**src/rtl/uart_poll_sched.sv**
```systemverilog
// Poll scheduler for the RS485 UART slave channels: broadcasts a command, sequences
// direction pins per channel, collects replies and funnels them through one write port.
module uart_poll_sched #(
    parameter int N_CH        = 5,
    parameter int FRAME_BYTES = 18,
    parameter int TURN_CYC    = 16,
    parameter int TIMEOUT_CYC = 40000
) (
    input  logic                clk80MHz,
    input  logic                rst,
    input  logic                cycle_start,
    input  logic [7:0]          cmd_byte,
    output logic [N_CH-1:0]     tx_start,
    output logic [7:0]          tx_data,
    input  logic [N_CH-1:0]     tx_busy,
    input  logic [N_CH-1:0]     rx_valid,
    input  logic [8*N_CH-1:0]   rx_data,
    output logic [N_CH-1:0]     UART_dTX,
    output logic [N_CH-1:0]     UART_dRX,
    output logic                wr_en,
    output logic [6:0]          wr_addr,
    output logic [7:0]          wr_data,
    output logic [N_CH-1:0]     ch_done,
    output logic [N_CH-1:0]     ch_err,
    output logic                busy,
    output logic                cycle_done
);
    localparam int PTR_W = (N_CH > 1) ? $clog2(N_CH) : 1;
    localparam int IDX_W = $clog2(FRAME_BYTES + 1);

    typedef enum logic [2:0] {ST_IDLE, ST_SEND, ST_GUARD, ST_LISTEN, ST_DONE} state_t;

    logic             busy_q, busy_d, cycle_done_q, cycle_done_d;
    logic [7:0]       tx_data_q, tx_data_d;
    logic [PTR_W-1:0] rr_q, rr_d;
    logic             wr_en_q, wr_en_d;
    logic [6:0]       wr_addr_q, wr_addr_d;
    logic [7:0]       wr_data_q, wr_data_d;
    logic             start_acc, complete;
    logic [N_CH-1:0]  grant, pend_vec, done_st_vec;
    logic [7:0]       hold_arr [N_CH];
    logic [IDX_W-1:0] hidx_arr [N_CH];
    logic             arb_found;
    logic [PTR_W-1:0] arb_sel;

    assign start_acc = cycle_start & ~busy_q;
    assign complete  = busy_q & (&done_st_vec) & ~(|pend_vec);

    // Round-robin search starting at the pointer; first pending channel wins.
    always_comb begin
        grant     = '0;
        rr_d      = rr_q;
        wr_en_d   = 1'b0;
        wr_addr_d = wr_addr_q;
        wr_data_d = wr_data_q;
        arb_found = 1'b0;
        arb_sel   = '0;
        for (int i = 0; i < N_CH; i++) begin
            arb_sel = PTR_W'((int'(rr_q) + i) % N_CH);
            if (!arb_found && pend_vec[arb_sel]) begin
                arb_found        = 1'b1;
                grant[arb_sel]   = 1'b1;
                wr_en_d          = 1'b1;
                wr_addr_d        = 7'(int'(arb_sel) * FRAME_BYTES + int'(hidx_arr[arb_sel]));
                wr_data_d        = hold_arr[arb_sel];
                rr_d             = PTR_W'((int'(arb_sel) + 1) % N_CH);
            end
        end
    end

    always_comb begin
        busy_d       = busy_q;
        cycle_done_d = complete;
        tx_data_d    = tx_data_q;
        if (start_acc) begin
            busy_d    = 1'b1;
            tx_data_d = cmd_byte;
        end else if (complete) begin
            busy_d = 1'b0;
        end
    end

    always_ff @(posedge clk80MHz or negedge rst) begin
        if (!rst) begin
            busy_q       <= 1'b0;
            cycle_done_q <= 1'b0;
            tx_data_q    <= '0;
            rr_q         <= '0;
            wr_en_q      <= 1'b0;
            wr_addr_q    <= '0;
            wr_data_q    <= '0;
        end else begin
            busy_q       <= busy_d;
            cycle_done_q <= cycle_done_d;
            tx_data_q    <= tx_data_d;
            rr_q         <= rr_d;
            wr_en_q      <= wr_en_d;
            wr_addr_q    <= wr_addr_d;
            wr_data_q    <= wr_data_d;
        end
    end

    assign busy       = busy_q;
    assign cycle_done = cycle_done_q;
    assign tx_data    = tx_data_q;
    assign wr_en      = wr_en_q;
    assign wr_addr    = wr_addr_q;
    assign wr_data    = wr_data_q;

    for (genvar gi = 0; gi < N_CH; gi++) begin : g_ch
        state_t           state_q, state_d;
        logic             first_q, first_d, seen_q, seen_d, pend_q, pend_d;
        logic             done_q, done_d, err_q, err_d, take;
        logic [7:0]       guard_q, guard_d, hold_q, hold_d;
        logic [15:0]      timer_q, timer_d;
        logic [IDX_W-1:0] cnt_q, cnt_d, hidx_q, hidx_d;

        // A byte is accepted if the holder is free or is being drained this clock.
        assign take = rx_valid[gi] & (~pend_q | grant[gi]);

        always_comb begin
            state_d = state_q;
            first_d = first_q;
            seen_d  = seen_q;
            pend_d  = pend_q & ~grant[gi];
            done_d  = done_q;
            err_d   = err_q;
            guard_d = guard_q;
            hold_d  = hold_q;
            timer_d = timer_q;
            cnt_d   = cnt_q;
            hidx_d  = hidx_q;
            case (state_q)
                ST_IDLE: begin
                    if (start_acc) begin
                        state_d = ST_SEND;
                        first_d = 1'b1;
                        seen_d  = 1'b0;
                        done_d  = 1'b0;
                        err_d   = 1'b0;
                    end
                end
                ST_SEND: begin
                    first_d = 1'b0;
                    if (tx_busy[gi]) seen_d = 1'b1;
                    if (seen_q && !tx_busy[gi]) begin
                        state_d = ST_GUARD;
                        guard_d = '0;
                    end
                end
                ST_GUARD: begin
                    if (guard_q == 8'(TURN_CYC - 1)) begin
                        state_d = ST_LISTEN;
                        timer_d = '0;
                        cnt_d   = '0;
                    end else begin
                        guard_d = guard_q + 8'd1;
                    end
                end
                ST_LISTEN: begin
                    timer_d = timer_q + 16'd1;
                    if (take) begin
                        hold_d = rx_data[8*gi +: 8];
                        hidx_d = cnt_q;
                        pend_d = 1'b1;
                        cnt_d  = cnt_q + IDX_W'(1);
                    end else if (rx_valid[gi]) begin
                        err_d = 1'b1;
                    end
                    if (take && cnt_q == IDX_W'(FRAME_BYTES - 1)) begin
                        done_d  = 1'b1;
                        state_d = ST_DONE;
                    end else if (timer_q == 16'(TIMEOUT_CYC - 1)) begin
                        err_d   = 1'b1;
                        state_d = ST_DONE;
                    end
                end
                ST_DONE: begin
                    if (complete) state_d = ST_IDLE;
                end
                default: state_d = ST_IDLE;
            endcase
        end

        always_ff @(posedge clk80MHz or negedge rst) begin
            if (!rst) begin
                state_q <= ST_IDLE;
                first_q <= 1'b0;
                seen_q  <= 1'b0;
                pend_q  <= 1'b0;
                done_q  <= 1'b0;
                err_q   <= 1'b0;
                guard_q <= '0;
                hold_q  <= '0;
                timer_q <= '0;
                cnt_q   <= '0;
                hidx_q  <= '0;
            end else begin
                state_q <= state_d;
                first_q <= first_d;
                seen_q  <= seen_d;
                pend_q  <= pend_d;
                done_q  <= done_d;
                err_q   <= err_d;
                guard_q <= guard_d;
                hold_q  <= hold_d;
                timer_q <= timer_d;
                cnt_q   <= cnt_d;
                hidx_q  <= hidx_d;
            end
        end

        assign pend_vec[gi]    = pend_q;
        assign done_st_vec[gi] = (state_q == ST_DONE);
        assign hold_arr[gi]    = hold_q;
        assign hidx_arr[gi]    = hidx_q;
        assign tx_start[gi]    = (state_q == ST_SEND) & first_q;
        assign UART_dTX[gi]    = (state_q == ST_SEND);
        assign UART_dRX[gi]    = (state_q == ST_SEND) | (state_q == ST_GUARD);
        assign ch_done[gi]     = done_q;
        assign ch_err[gi]      = err_q;
    end

endmodule

```
**config.mk**
```make
export PLATFORM = sky130hd
export DESIGN_NAME = uart_poll_sched
export DESIGN_NICKNAME = d
export VERILOG_FILES = /design/src/rtl/uart_poll_sched.sv
export SDC_FILE = /design/constraint.sdc
export NUM_CORES = 1
export LEC_CHECK = 0
export ABC_CLOCK_PERIOD_IN_PS = 7900
export BUFFER_PORTS_ARGS = -buffer_cell sky130_fd_sc_hd__clkbuf_2
export CORE_MARGIN = 4
export CORE_UTILIZATION = 55
export DETAILED_ROUTE_END_ITERATION = 6
export MAX_ROUTING_LAYER = met4
export PLACE_DENSITY = 0.76
export SYNTH_ARGS = -nofsm -noshare
export SYNTH_HDL_FRONTEND = slang
export SYNTH_SLANG_ARGS = --single-unit
```
**constraint.sdc**
```tcl
create_clock -name clk80MHz -period 7.9 [get_ports clk80MHz]
set_input_delay 0.79 -clock clk80MHz [delete_from_list [all_inputs] [get_ports clk80MHz]]
set_output_delay 0.79 -clock clk80MHz [all_outputs]
set_load 0.01 [all_outputs]
```
==> results.py, run 1 <==
metrics = {
    "status": {
        "status": "complete, no violations",
    },
    "job": {
        "maxCapViolations": 0,
    },
    "placed_design": {
        "place_congestion": 1.01,
        "cell_area_reported_after_detailed_placement_um2": 19800,
        "dp_wirelength_um": 39100,
        "placement.io_buffers": 111,
    },
    "final_layout": {
        "drive_above_1_share": 0.128,
        "finish.instance_area_um2": 20900,
        "seqCellArea_um2": 6980,
        "layout.nets": 2385,
        "fill_cells": 2860,
        "area_delta_synth_final_pct": 10.6,
        "multi_input_area_um2": 11100,
    },
    "timing": {
        "unrepaired_setup_endpoints_after_global_routing": "no",
        "timing.final.setup_violations": 0,
        "timing.hold.ws_ns": 0.289,
        "post_route_fraction_of_the_period_consumed_by_the_critical_path": 0.907,
        "fmaxAchievable_ghz": 0.140,
        "hold_viol": 0,
        "fin_skew_ns": 0.0253,
        "final_period_minus_worst_setup_slack_ns": 7.17,
        "drv_slew": 0,
        "slew_headroom": 0.244,
        "totalNegativeSetupSlack_ns": 0,
        "worstMarginPinSlew_ns": 1.13,
    },
    "clock_network": {
        "clock_sink_count": 279,
        "cts-root-buf": "sky130_fd_sc_hd__clkbuf_16",
        "htree_num_levels": 1,
        "ctsHoldBuffers": 0,
        "worstSkewPairLatency_ns": 0.60,
        "max-clock-path-buffers": 3,
        "clk_transition_reported_paths_ns": 0.06,
        "tritoncts": "done",
        "cts_buffers": 30,
    },
    "detailed_routing": {
        "initial_detailed_routing_violation_count": 1878,
        "vias_per_cell": 6.41,
        "route.final.wire_length_um": 55500,
        "drt_pre_antenna_iters": 6,
        "route.vias.total": 17500,
        "wire_per_inst_um": 20.3,
        "ant_nets": 0,
        "drc_errors": 0,
    },
    "logic_synthesis": {
        "yosysSeqAreaShare": 0.369,
        "synthesis.area_um2": 18900,
        "postSynthNetCount": 2327,
        "share_of_flip_flops_with_an_asynchronous_set_or_reset": 1.00,
        "synth_flop_cell": "sky130_fd_sc_hd__dfrtp_1",
        "synth_warnings": 0,
        "syn-instance-count": 2198,
        "ys_ff_latch": 279,
        "postSynthAreaPerCell_um2": 8.61,
        "synth.lib_cells_used.distinct": 100,
        "count_of_flip_flops_with_a_built_in_enable_after_synthesis": 0,
    },
    "setup_path": {
        "crit_slowest_cell": "sky130_fd_sc_hd__or3_1",
        "timing.reg2reg.worst_path_depth": 28,
        "ff2ff_setup_slack_ns": 0.73,
        "crit_type": "flop to flop",
        "critical_path.startpoint": "rr_q[1]",
        "reg2reg_to": "rr_q[0]",
        "worstPathRequired_ns": 8.40,
        "reg2reg_from": "rr_q[1]",
        "critical_path.max_fanout": 15,
        "cp_data_arrival_time_ns": 7.67,
        "setup.worst_path.end_class": "flop",
        "startpoint_type": "flop",
        "timing.critical_path.mode_cell": "sky130_fd_sc_hd__ha_1",
        "timing.critical_path.buf_inv": 6,
        "worst_path_dominant_cell_family": "adder cells",
        "timing.critical_path.slowest_cell_delay_ns": 0.68,
    },
    "grt": {
        "first_global_vias": 16900,
        "grt_first_pass_wirelength_um": 90300,
        "met3_global_route_usage": 0.0691,
        "global_route.usage.total": 0.297,
        "antenna_found_initial": 1,
        "met1_usage": 0.390,
        "grt_start_max_net_pins": 168,
        "global_route.peak_usage_layer": "met2",
        "global_route.usage.met2": 0.450,
        "grt_overflow_total": 0,
    },
    "die": {
        "effective_utilization_at_floorplan": 0.562,
        "core_region_area_um2": 33700,
        "die_area_um2": 37400,
        "std_cell_rows": 67,
        "design.portCount": 112,
        "die_width_um": 193,
        "floorplan.die.height_um": 193,
    },
    "min_path": {
        "worstHoldPathType": "input pin to asynchronous set/reset pin",
    },
}
==> cells in the mapped netlist (46+ instances only) <==
cell type                  number  area share
sky130_fd_sc_hd__dfrtp_1      279        0.37
sky130_fd_sc_hd__mux2_1        53       0.032
sky130_fd_sc_hd__inv_1         64       0.013
sky130_fd_sc_hd__nor3_1        46       0.012
sky130_fd_sc_hd__nor2_1       218       0.043
sky130_fd_sc_hd__a21oi_1      162       0.043
sky130_fd_sc_hd__clkbuf_1      69       0.014
sky130_fd_sc_hd__mux2i_1       68       0.036
sky130_fd_sc_hd__nand2_1      267       0.053
sky130_fd_sc_hd__o21ai_0      151       0.040
sky130_fd_sc_hd__ha_1          63       0.042
sky130_fd_sc_hd__nand3_1       99       0.026
==> repair_timing <==
action	CTS	global route
resized for setup	0	2
endpoints found under the setup margin	0	2
buffers inserted	0	0
==> how the worst max path moves through the flow <==
stage | depth (start not counted) | to | slack (ns)
after global routing | 28 | rr_q[0] | 0.22
after global placement | 27 | rr_q[0] | 0.86
after CTS | 28 | rr_q[0] | 0.57
after floorplan | 33 | rr_q[0] | 1.58
final | 28 | rr_q[0] | 0.73
after detailed placement | 28 | rr_q[0] | 0.64
==> cells by family (layout without fill, tap and decap cells) <==
logic type               Yosys count  after routing  share of synthesized area
AO/OA/AOI/OAI                    588            588                      0.202
XOR/XNOR                          72             72                     0.0337
adder cells (fa/ha/maj)           68             68                     0.0469
buffers and inverters            194            276                     0.0446
flip-flops                       279            279                      0.369
multiplexers                     165            165                     0.0994
other                              0              1                          0
AND/OR/NAND/NOR                  832            832                      0.205
==> placed cells by master (no fill, tap or decap), drive strengths merged, types with 63 or more instances in the layout <==
| cell | netlist | layout |
|---|---|---|
| nor2 | 220 | 220 |
| nand2 | 268 | 268 |
| mux2 | 88 | 88 |
| inv | 72 | 75 |
| a21oi | 165 | 165 |
| clkbuf | 69 | 147 |
| nand3 | 100 | 100 |
| o21ai | 160 | 160 |
| ha | 63 | 63 |
| dfrtp | 279 | 279 |
| mux2i | 68 | 68 |
==> metrics by stage <==
step	setup slack, ns	utilization	std cells
after CTS	0.571	0.621	2728
after global routing	0.221	0.621	2729
final	0.732	0.621	2729
after detailed placement	0.641	0.588	2672
after global placement	0.862	0.588	2672
after floorplan	1.58	-	2198
==> metal layers <==
layer,up-vias,routed length [µm]
li1,8106,-
met5,-,0
met1,8315,23000
met2,866,24900
met3,195,5130
met4,0,2450
==> layout make-up <==
class / instances / share of cell area
multi-input cells: 1725 / 0.533
repair buffers: 146 / 0.0402
well taps: 448 / 0.0268
inverters: 74 / 0.0135
diodes: 1 / 0.000120
clock buffers: 37 / 0.0395
clock inverters: 19 / 0.0137
flip-flops and latches: 279 / 0.334
==> sequential cells by signal (all words and copies together) (netlist names), 7 cells and up <==
register	count
g_ch.state_q	15
wr_addr	7
g_ch.hold_q	40
wr_data	8
g_ch.guard_q	40
g_ch.hidx_q	25
g_ch.cnt_q	25
g_ch.timer_q	80
tx_data	8
Power of run 1 is not shown: default switching activity piles up to over one toggle a cycle in this logic, so the estimate is an artifact.
==> inputs of run 2 (changes only) <==
--- a/config.mk
+++ b/config.mk
@@ -7,11 +7,13 @@
 export LEC_CHECK = 0
 export ABC_CLOCK_PERIOD_IN_PS = 7900
 export BUFFER_PORTS_ARGS = -buffer_cell sky130_fd_sc_hd__clkbuf_2
+export CAP_MARGIN = 15
 export CORE_MARGIN = 4
 export CORE_UTILIZATION = 55
 export DETAILED_ROUTE_END_ITERATION = 6
 export MAX_ROUTING_LAYER = met4
 export PLACE_DENSITY = 0.76
+export REMOVE_ABC_BUFFERS = 1
 export SYNTH_ARGS = -nofsm -noshare
 export SYNTH_HDL_FRONTEND = slang
 export SYNTH_SLANG_ARGS = --single-unit
==> run 2 against run 1 <==
  * Via count rose by 0.30%
  * Worst hold slack got worse by 0.084 ns
  * Clock-buffer cell count did not move
  * Wire length rose by 2.8%
  * Critical path depth did not move
  * Sequential cell count did not move
  * Cell area fell by 0.23%
  * Sequential share of layout area rose by 0.070 points
  * Clock skew fell by 0.00072 ns
  * Highest routed layer unchanged
  * Global-route usage rose by 0.51 points
  * Register-to-register slack got worse by 0.16 ns
==> results.py, run 2 (same netlist as run 1, synthesis figures left out) <==
metrics = {
    "status": {
        "status": "complete, no violations",
    },
    "clock_network": {
        "clock_sink_count": 279,
        "worstSkewPairLatency_ns": 0.60,
        "cts_buffers": 30,
        "tritoncts": "done",
        "htree_num_levels": 1,
        "cts-root-buf": "sky130_fd_sc_hd__clkbuf_16",
        "post_cts_resize_count": 0,
        "post-cts-setup-buffers": 0,
        "max-clock-path-buffers": 3,
        "ctsHoldBuffers": 0,
        "clk_transition_reported_paths_ns": 0.07,
    },
    "grt": {
        "antenna_found_initial": 1,
        "first_global_vias": 16900,
        "grt_start_max_net_pins": 186,
        "grt_overflow_total": 0,
        "global_route.usage.total": 0.302,
        "grt_first_pass_wirelength_um": 90900,
    },
    "final_layout": {
        "fill_cells": 2896,
        "registers.top_by_ff_count": "g_ch.timer_q",
        "layout.cells.most_common_list": "279 x sky130_fd_sc_hd__dfrtp_1, 267 x sky130_fd_sc_hd__nand2_1, 218 x sky130_fd_sc_hd__nor2_1, 162 x sky130_fd_sc_hd__a21oi_1, 151 x sky130_fd_sc_hd__o21ai_0",
        "layout.nets": 2396,
        "final-instance-count-excl-fill": 2736,
        "area_delta_synth_final_pct": 10.3,
        "multi_input_area_um2": 11100,
        "commonest_non_fill_non_tap_cell_in_the_layout": "sky130_fd_sc_hd__dfrtp_1",
        "seqCellArea_um2": 6980,
        "number_of_flip_flops_in_the_largest_register": 80,
        "drive_above_1_share": 0.129,
        "largestRegisters": "g_ch.timer_q: 80 flops, g_ch.guard_q: 40 flops, g_ch.hold_q: 40 flops",
    },
    "timing": {
        "slew_headroom": 0.256,
        "drv_slew": 0,
        "post_route_fraction_of_the_period_consumed_by_the_critical_path": 0.928,
        "totalNegativeSetupSlack_ns": 0,
        "worstMarginPinSlew_ns": 1.12,
        "fmaxAchievable_ghz": 0.136,
        "hold_viol": 0,
        "fin_skew_ns": 0.0246,
        "worst_slack_ns": 0.568,
        "unrepaired_setup_endpoints_after_global_routing": "no",
        "timing.final.setup_violations": 0,
        "final_period_minus_worst_setup_slack_ns": 7.33,
    },
    "detailed_routing": {
        "initial_detailed_routing_violation_count": 1717,
        "route.final.wire_length_um": 57100,
        "ant_nets": 0,
        "drt_pre_antenna_iters": 6,
        "vias_per_cell": 6.41,
        "route.vias.total": 17500,
        "wire_per_inst_um": 20.9,
        "drc_errors": 0,
    },
    "setup_path": {
        "timing.critical_path.mode_cell": "sky130_fd_sc_hd__ha_1",
        "crit_slowest_cell": "sky130_fd_sc_hd__ha_1",
        "timing.critical_path.slowest_cell_delay_ns": 0.74,
        "startpoint_type": "flop",
        "setup.worst_path.end_class": "flop",
        "cp_data_arrival_time_ns": 7.83,
        "critical_path.max_fanout": 18,
        "crit_type": "flop to flop",
        "worstPathRequired_ns": 8.40,
    },
    "min_path": {
        "worstHoldPathType": "input pin to asynchronous set/reset pin",
    },
    "placed_design": {
        "post-place-ws_ns": 0.817,
        "placement.io_buffers": 111,
        "dp_cells": 2683,
        "place_congestion": 1.02,
        "dp_wirelength_um": 40300,
    },
    "job": {
        "maxCapViolations": 0,
    },
    "die": {
        "floorplan.die.height_um": 193,
        "die_area_um2": 37400,
        "effective_utilization_at_floorplan": 0.562,
        "die_width_um": 193,
        "core_region_area_um2": 33700,
        "std_cell_rows": 67,
        "design.portCount": 112,
    },
}
[run 2: per-stage QoR]
step | hold slack [ns] | util | cell area, µm²
finish | 0.205 | 0.620 | 20900
global route | 0.269 | 0.620 | 20900
CTS | 0.221 | 0.620 | 20900
detailed placement | 0.465 | 0.590 | 19900
global placement | 0.459 | 0.590 | 19900
floorplan | 0.442 | - | 18400
[run 2: layer usage]
metal  share of wire  vias to the layer above  GRT usage
met2            0.45                      781      0.456
met3           0.083                      187     0.0644
met1            0.42                     8445      0.399
met4           0.045                        0      0.125
li1                -                     8122          -
met5               0                        -          -
[run 2: cell type report]
class | count | area share
Antenna cell | 1 | 0.000120
Inverter | 74 | 0.0133
Timing Repair Buffer | 157 | 0.0442
Sequential cell | 279 | 0.334
Clock inverter | 15 | 0.00869
Multi-Input combinational cell | 1725 | 0.534
Tap cell | 448 | 0.0268
Clock buffer | 37 | 0.0386
[run 2: critical path, delay by kind of cell (launching register included)]
kind | cells | cell delay (ns)
compound gates | 9 | 1.78
xor+xnor | 1 | 0.26
mux | 1 | 0.33
buf+inv | 6 | 0.90
fa+ha+maj | 6 | 2.06
flops | 1 | 0.66
simple gates | 5 | 1.22
[run 2: path summary, 6_finish.rpt]
path	startpoint	to	slack, ns	cells after the start
setup reg to reg	rr_q[1]	rr_q[0]	0.57	28
min in group clk80MHz	cmd_byte[1]	tx_data[1]	0.38	3
hold / removal	rst	g_ch[3].guard_q[3]	0.21	1
setup / recovery	rr_q[1]	rr_q[0]	0.57	28
hold reg to reg	tx_data[1]	tx_data[1]	0.48	2
max in group asynchronous	rst	g_ch[4].timer_q[3]	6.20	2
Power of run 2 is left out for the same reason.
